## config.mk

```make
export PLATFORM = sky130hd
export DESIGN_NAME = lstm_gate_sched
export DESIGN_NICKNAME = d
export VERILOG_FILES = /design/src/rtl/lstm_pkg.sv /design/src/rtl/sched_watchdog.sv /design/src/rtl/lstm_gate_sched.sv
export SDC_FILE = /design/constraint.sdc
export NUM_CORES = 1
export LEC_CHECK = 0
export ABC_AREA = 0
export BUFFER_PORTS_ARGS = -buffer_cell sky130_fd_sc_hd__buf_2
export CAP_MARGIN = 20
export CORE_ASPECT_RATIO = 1.2
export CORE_MARGIN = 8
export CORE_UTILIZATION = 45
export DETAILED_ROUTE_END_ITERATION = 10
export PLACE_DENSITY_LB_ADDON = 0.3
export SLEW_MARGIN = 10
export SYNTH_ARGS = -nofsm -noshare
export SYNTH_HDL_FRONTEND = slang
export SYNTH_SLANG_ARGS = --single-unit
```

## constraint.sdc

```tcl
create_clock -name clock -period 4.01 [get_ports clock]
set_input_delay 0.802 -clock clock [delete_from_list [all_inputs] [get_ports clock]]
set_output_delay 0.802 -clock clock [all_outputs]
set_load 0.03 [all_outputs]
```

## src/rtl/lstm_pkg.sv

```systemverilog
// rtl/lstm_pkg.sv - shared state and gate-index constants for the LSTM gate sequencer
package lstm_pkg;

  localparam logic [2:0] ST_IDLE  = 3'd0;
  localparam logic [2:0] ST_ISSUE = 3'd1;
  localparam logic [2:0] ST_WAIT  = 3'd2;
  localparam logic [2:0] ST_STEP  = 3'd3;
  localparam logic [2:0] ST_DONE  = 3'd4;

  typedef enum logic [2:0] {
    S_IDLE  = ST_IDLE,
    S_ISSUE = ST_ISSUE,
    S_WAIT  = ST_WAIT,
    S_STEP  = ST_STEP,
    S_DONE  = ST_DONE
  } sched_state_t;

  localparam logic [1:0] GATE_I = 2'd0;
  localparam logic [1:0] GATE_F = 2'd1;
  localparam logic [1:0] GATE_O = 2'd2;
  localparam logic [1:0] GATE_C = 2'd3;

endpackage

```

## src/rtl/sched_watchdog.sv

```systemverilog
// rtl/sched_watchdog.sv - per-gate wait counter; expired marks the TIMEOUT_CYCLES-th counted cycle
module sched_watchdog #(
  parameter int TIMEOUT_CYCLES = 4096
) (
  input  logic clock,
  input  logic reset,
  input  logic clear,
  input  logic count,
  output logic expired
);

  localparam int CW = $clog2(TIMEOUT_CYCLES + 1);

  logic [CW-1:0] cnt;

  always_ff @(posedge clock) begin
    if (reset || clear)
      cnt <= '0;
    else if (count && cnt != CW'(TIMEOUT_CYCLES))
      cnt <= cnt + CW'(1);
  end

  assign expired = count && (cnt == CW'(TIMEOUT_CYCLES - 1));

endmodule

```

## src/rtl/lstm_gate_sched.sv

```systemverilog
// rtl/lstm_gate_sched.sv - time-multiplexes one gate datapath over I/F/O/C per timestep; GATE_SCHED_TIMEOUT_EN adds a per-gate watchdog
module lstm_gate_sched
  import lstm_pkg::*;
#(
  parameter int NUM_STEPS_W    = 8,
  parameter int TIMEOUT_CYCLES = 4096
) (
  input  logic                   clock,
  input  logic                   reset,
  input  logic                   start,
  input  logic [NUM_STEPS_W-1:0] numSteps,
  input  logic                   dataReady_gate,
  input  logic                   cellDone,
  output logic                   beginCalc,
  output logic [1:0]             gateSel,
  output logic [3:0]             captureEn,
  output logic                   gatesValid,
  output logic                   firstStep,
  output logic [NUM_STEPS_W-1:0] stepCount,
  output logic                   busy,
  output logic                   done,
  output logic                   error
);

  sched_state_t           state;
  logic [1:0]             g;
  logic [NUM_STEPS_W-1:0] step;
  logic [NUM_STEPS_W-1:0] len;

`ifdef GATE_SCHED_TIMEOUT_EN
  logic wd_expired;
  logic error_q;

  sched_watchdog #(.TIMEOUT_CYCLES(TIMEOUT_CYCLES)) u_watchdog (
    .clock   (clock),
    .reset   (reset),
    .clear   (state == S_ISSUE),
    .count   (state == S_WAIT),
    .expired (wd_expired)
  );

  assign error = error_q;
`else
  // watchdog not built: constant 0 for any legal (positive) limit
  assign error = (TIMEOUT_CYCLES < 0);
`endif

  always_ff @(posedge clock) begin
    if (reset) begin
      state <= S_IDLE;
      g     <= GATE_I;
      step  <= '0;
      len   <= '0;
`ifdef GATE_SCHED_TIMEOUT_EN
      error_q <= 1'b0;
`endif
    end else begin
      case (state)
        S_IDLE: begin
          if (start) begin
            len   <= (numSteps == '0) ? NUM_STEPS_W'(1) : numSteps;
            step  <= '0;
            g     <= GATE_I;
            state <= S_ISSUE;
          end
        end
        S_ISSUE: state <= S_WAIT;
        S_WAIT: begin
          if (dataReady_gate) begin
            if (g == GATE_C) begin
              state <= S_STEP;
            end else begin
              g     <= g + 2'd1;
              state <= S_ISSUE;
            end
          end
`ifdef GATE_SCHED_TIMEOUT_EN
          else if (wd_expired) begin
            error_q <= 1'b1;
            state   <= S_DONE;
          end
`endif
        end
        S_STEP: begin
          if (cellDone) begin
            if (step + NUM_STEPS_W'(1) == len) begin
              state <= S_DONE;
            end else begin
              step  <= step + NUM_STEPS_W'(1);
              g     <= GATE_I;
              state <= S_ISSUE;
            end
          end
        end
        S_DONE:  state <= S_IDLE;
        default: state <= S_IDLE;
      endcase
    end
  end

  // gateOutput is valid in the ready cycle, so the strobe is a direct decode; masked during reset
  assign captureEn  = (state == S_WAIT && dataReady_gate && !reset) ? (4'b0001 << g) : 4'b0000;
  assign beginCalc  = (state == S_ISSUE);
  assign gatesValid = (state == S_STEP);
  assign done       = (state == S_DONE);
  assign busy       = (state != S_IDLE);
  assign gateSel    = (state == S_ISSUE || state == S_WAIT || state == S_STEP) ? g : 2'd0;
  assign stepCount  = step;
  assign firstStep  = busy && (step == '0);

endmodule

```

==> run_results.csv <==
group,metric,value,unit
outcome,outcome,"completed",
clock_network,clock_sinks,21,
power_and_ir_drop,p_leak,0.667,nW
placement,dp.cells,247,
synth,synth_cells,187,
drt,viasPerCell,5.67,
final_layout,final_cell_mix,"buf_2 (31), nand2_1 (24), dfxtp_1 (21)",
drt,ant_nets,0,
run,maxCapViolations,0,
floorplan,dieArea,0.00542,mm²
synth,ys_ff_latch,21,
timing,clock.fmax,0.353,GHz
critical_path,r2r_start,"stepCount[0]",
timing,fin_tns_setup,0,ns
final_layout,drive_gt1_share,21.0,%
final_layout,final_cell_area,0.00170,mm²
placement,port-buffer-count,31,
critical_path,reg2reg_to,"stepCount[3]",
clock_network,ctsLongestPathBuffers,2,
floorplan,io_pins,33,
critical_path,crit_path_end_kind,"output port",
power_and_ir_drop,p_int,0.350,mW
synth,synth_warnings,0,
floorplan,die_y,79.1,µm
floorplan,coreArea,0.00325,mm²
final_layout,num_antenna_cells,0,
min_path,whs_endpoint,"len[6]",
final_layout,post-route-util,52.1,%
global_routing,grt_max_degree,15,
clock_network,post_cts_resized,0,
synth,yosys.area.top_type,"dfxtp_1",
power_and_ir_drop,ir_worst_vdd,0.000216,V
clock_network,insertion_delay,0.26,ns
critical_path,cp-start-kind,"primary input",
power_and_ir_drop,p_switching,0.189,mW
critical_path,cp.arrival,2.03,ns
timing,worst_slew_pin_slew,0.689,ns
drt,wl_per_cell,14.8,µm
power_and_ir_drop,swShare,35.1,%
placement,placed_area,0.00165,mm²
critical_path,r2r_slack,1.43,ns
synth,synth_area_leaders,"dfxtp_1 (28%), nand2_1 (6.0%), ha_1 (5.0%)",
timing,clock_skew,0.00135,ns
final_layout,fin_nets,234,
drt,drt_iter0_markers,37,
timing,setup_viol,0,
final_layout,fillers,324,
clock_network,cts_root_buf,"clkbuf_8",
drt,drt-pass1-iter-count,4,
timing,layout_min_cycle_time,2.83,ns
synth,async_flop_share,0,%
min_path,hold_path_startpoint,"len[6]",
critical_path,cp.required,3.21,ns
timing,finalHoldViolations,0,
clock_network,clk_pin_slew,0.07,ns
global_routing,grt_pass1_vias,1375,
floorplan,die_x,68.6,µm
synth,synth-edff-count,0,
critical_path,r2r_cells,8,
clock_network,htreeDepth,1,
drt,wl,3720,µm
floorplan,rows,23,
synth,syn-cell-area,0.00149,mm²
power_and_ir_drop,p_seq_share,45.5,%
placement,dp_hpwl,2910,µm
critical_path,cp_max_fo,14,
min_path,whs_path_depth,2,
synth,synth_cell_types,49,
drt,vias,1424,
global_routing,grt_pass1_wl,6290,µm
drt,route.detailed.drc,0,
global_routing,gr-total-overflow,0,
synth,synth_top_area_share,28.2,%
synth,synthFlopType,"dfxtp_1",
timing,fin_crit_sh,70.6,%
clock_network,numCtsBuffers,3,
placement,gp_congestion,0.874,
timing,grt_setup_unrepaired,"false",
global_routing,grt_use_total,14.4,%
synth,syn_nets,206,
critical_path,worstSetupPathType,"primary input to output port",
power_and_ir_drop,powerDensity,318,mW/mm²
min_path,hold_path_class,"register to register",
synth,synth_area_per_cell,7.98,µm²
clock_network,cts_hold_buf,0,
global_routing,antenna_found_initial,0,
final_layout,syn_to_final_growth,13.6,%
power_and_ir_drop,power.share.clock,25.6,%
clock_network,cts_setup_buffers,0,
floorplan,start_util,45.9,%
final_layout,final_common_cell,"buf_2",
clock_network,cts_tree,"done",
power_and_ir_drop,pwr-share-comb,28.9,%
timing,relSlewSlack,53.4,%
synth,synth_seq_area_share,28.2,%
timing,slew_viol_final,0,
timing,whs,0.469,ns
final_layout,stdcell_count,251,
[area by class of cell]
cell class	count	area (µm²)	area share [%]
multi-input cells	147	987	58.2
clock buffers	4	45.0	2.66
repair buffers	31	155	9.15
flip-flops and latches	21	420	24.8
inverters	11	41.3	2.44
well taps	37	46.3	2.73
[registers in the layout, indices dropped and copies added (netlist names)]
| signal | count |
|---|---|
| g | 2 |
| stepCount | 8 |
| len | 8 |
| state | 3 |
[kinds of logic after synthesis]
family,share of synthesized area [%]
simple gates,26.6
fa+ha+maj,5.03
xor+xnor,6.54
other cells,0.251
buf+inv,5.70
compound gates,25.7
flops,28.2
mux,2.01
[cells in the mapped netlist, types with 3 or more instances]
cell type	n
a21oi_1	12
a31oi_1	3
and3_1	4
clkbuf_1	4
dfxtp_1	21
ha_1	6
inv_1	11
mux2i_1	3
nand2_1	24
nand3_1	6
nand3b_1	5
nor2_1	15
nor3_1	4
o2111ai_1	3
o211ai_1	9
o21ai_0	10
xnor2_1	6
[per-layer routing]
| layer | vias to the layer above | global-route usage, % | wire length, µm |
|---|---|---|---|
| met5 | - | 0 | 0 |
| met3 | 5 | 3.23 | 189 |
| met4 | 0 | 4.52 | 38 |
| met1 | 646 | 18.5 | 1640 |
| met2 | 39 | 23.0 | 1850 |
| li1 | 734 | - | - |
[power by group through the flow]
| stage | registers (mW) | logic (mW) | clock network [mW] |
|---|---|---|---|
| detailed placement | 0.250 | 0.155 | 0 |
| finish | 0.245 | 0.156 | 0.138 |
| floorplan | 0.244 | 0.121 | 0 |
| CTS | 0.245 | 0.155 | 0.140 |
| global route | 0.249 | 0.171 | 0.154 |
| global placement | 0.251 | 0.155 | 0 |
[metrics by stage]
step / total power, mW / worst slack [ns]
after floorplan: 0.365 / 1.15
after global placement: 0.405 / 1.21
after detailed placement: 0.405 / 1.20
after CTS: 0.540 / 1.19
after global routing: 0.573 / 1.02
final: 0.539 / 1.18
[worst max-delay path, stage by stage]
cell and delay (ns):
buf_2 0.17, nor4b_1 0.61, and3_1 0.25, buf_2 0.19
[worst max path at each step]
stage | cells after the start | to | startpoint
2_1_floorplan | 4 | firstStep | state[0]
6_report | 4 | captureEn[2] | reset
3_3_place_gp | 4 | captureEn[1] | reset
4_1_cts | 4 | captureEn[0] | reset
3_5_place_dp | 4 | captureEn[0] | reset
5_1_grt | 4 | captureEn[3] | reset
No activity file was read; power rests on OpenSTA's default activity.
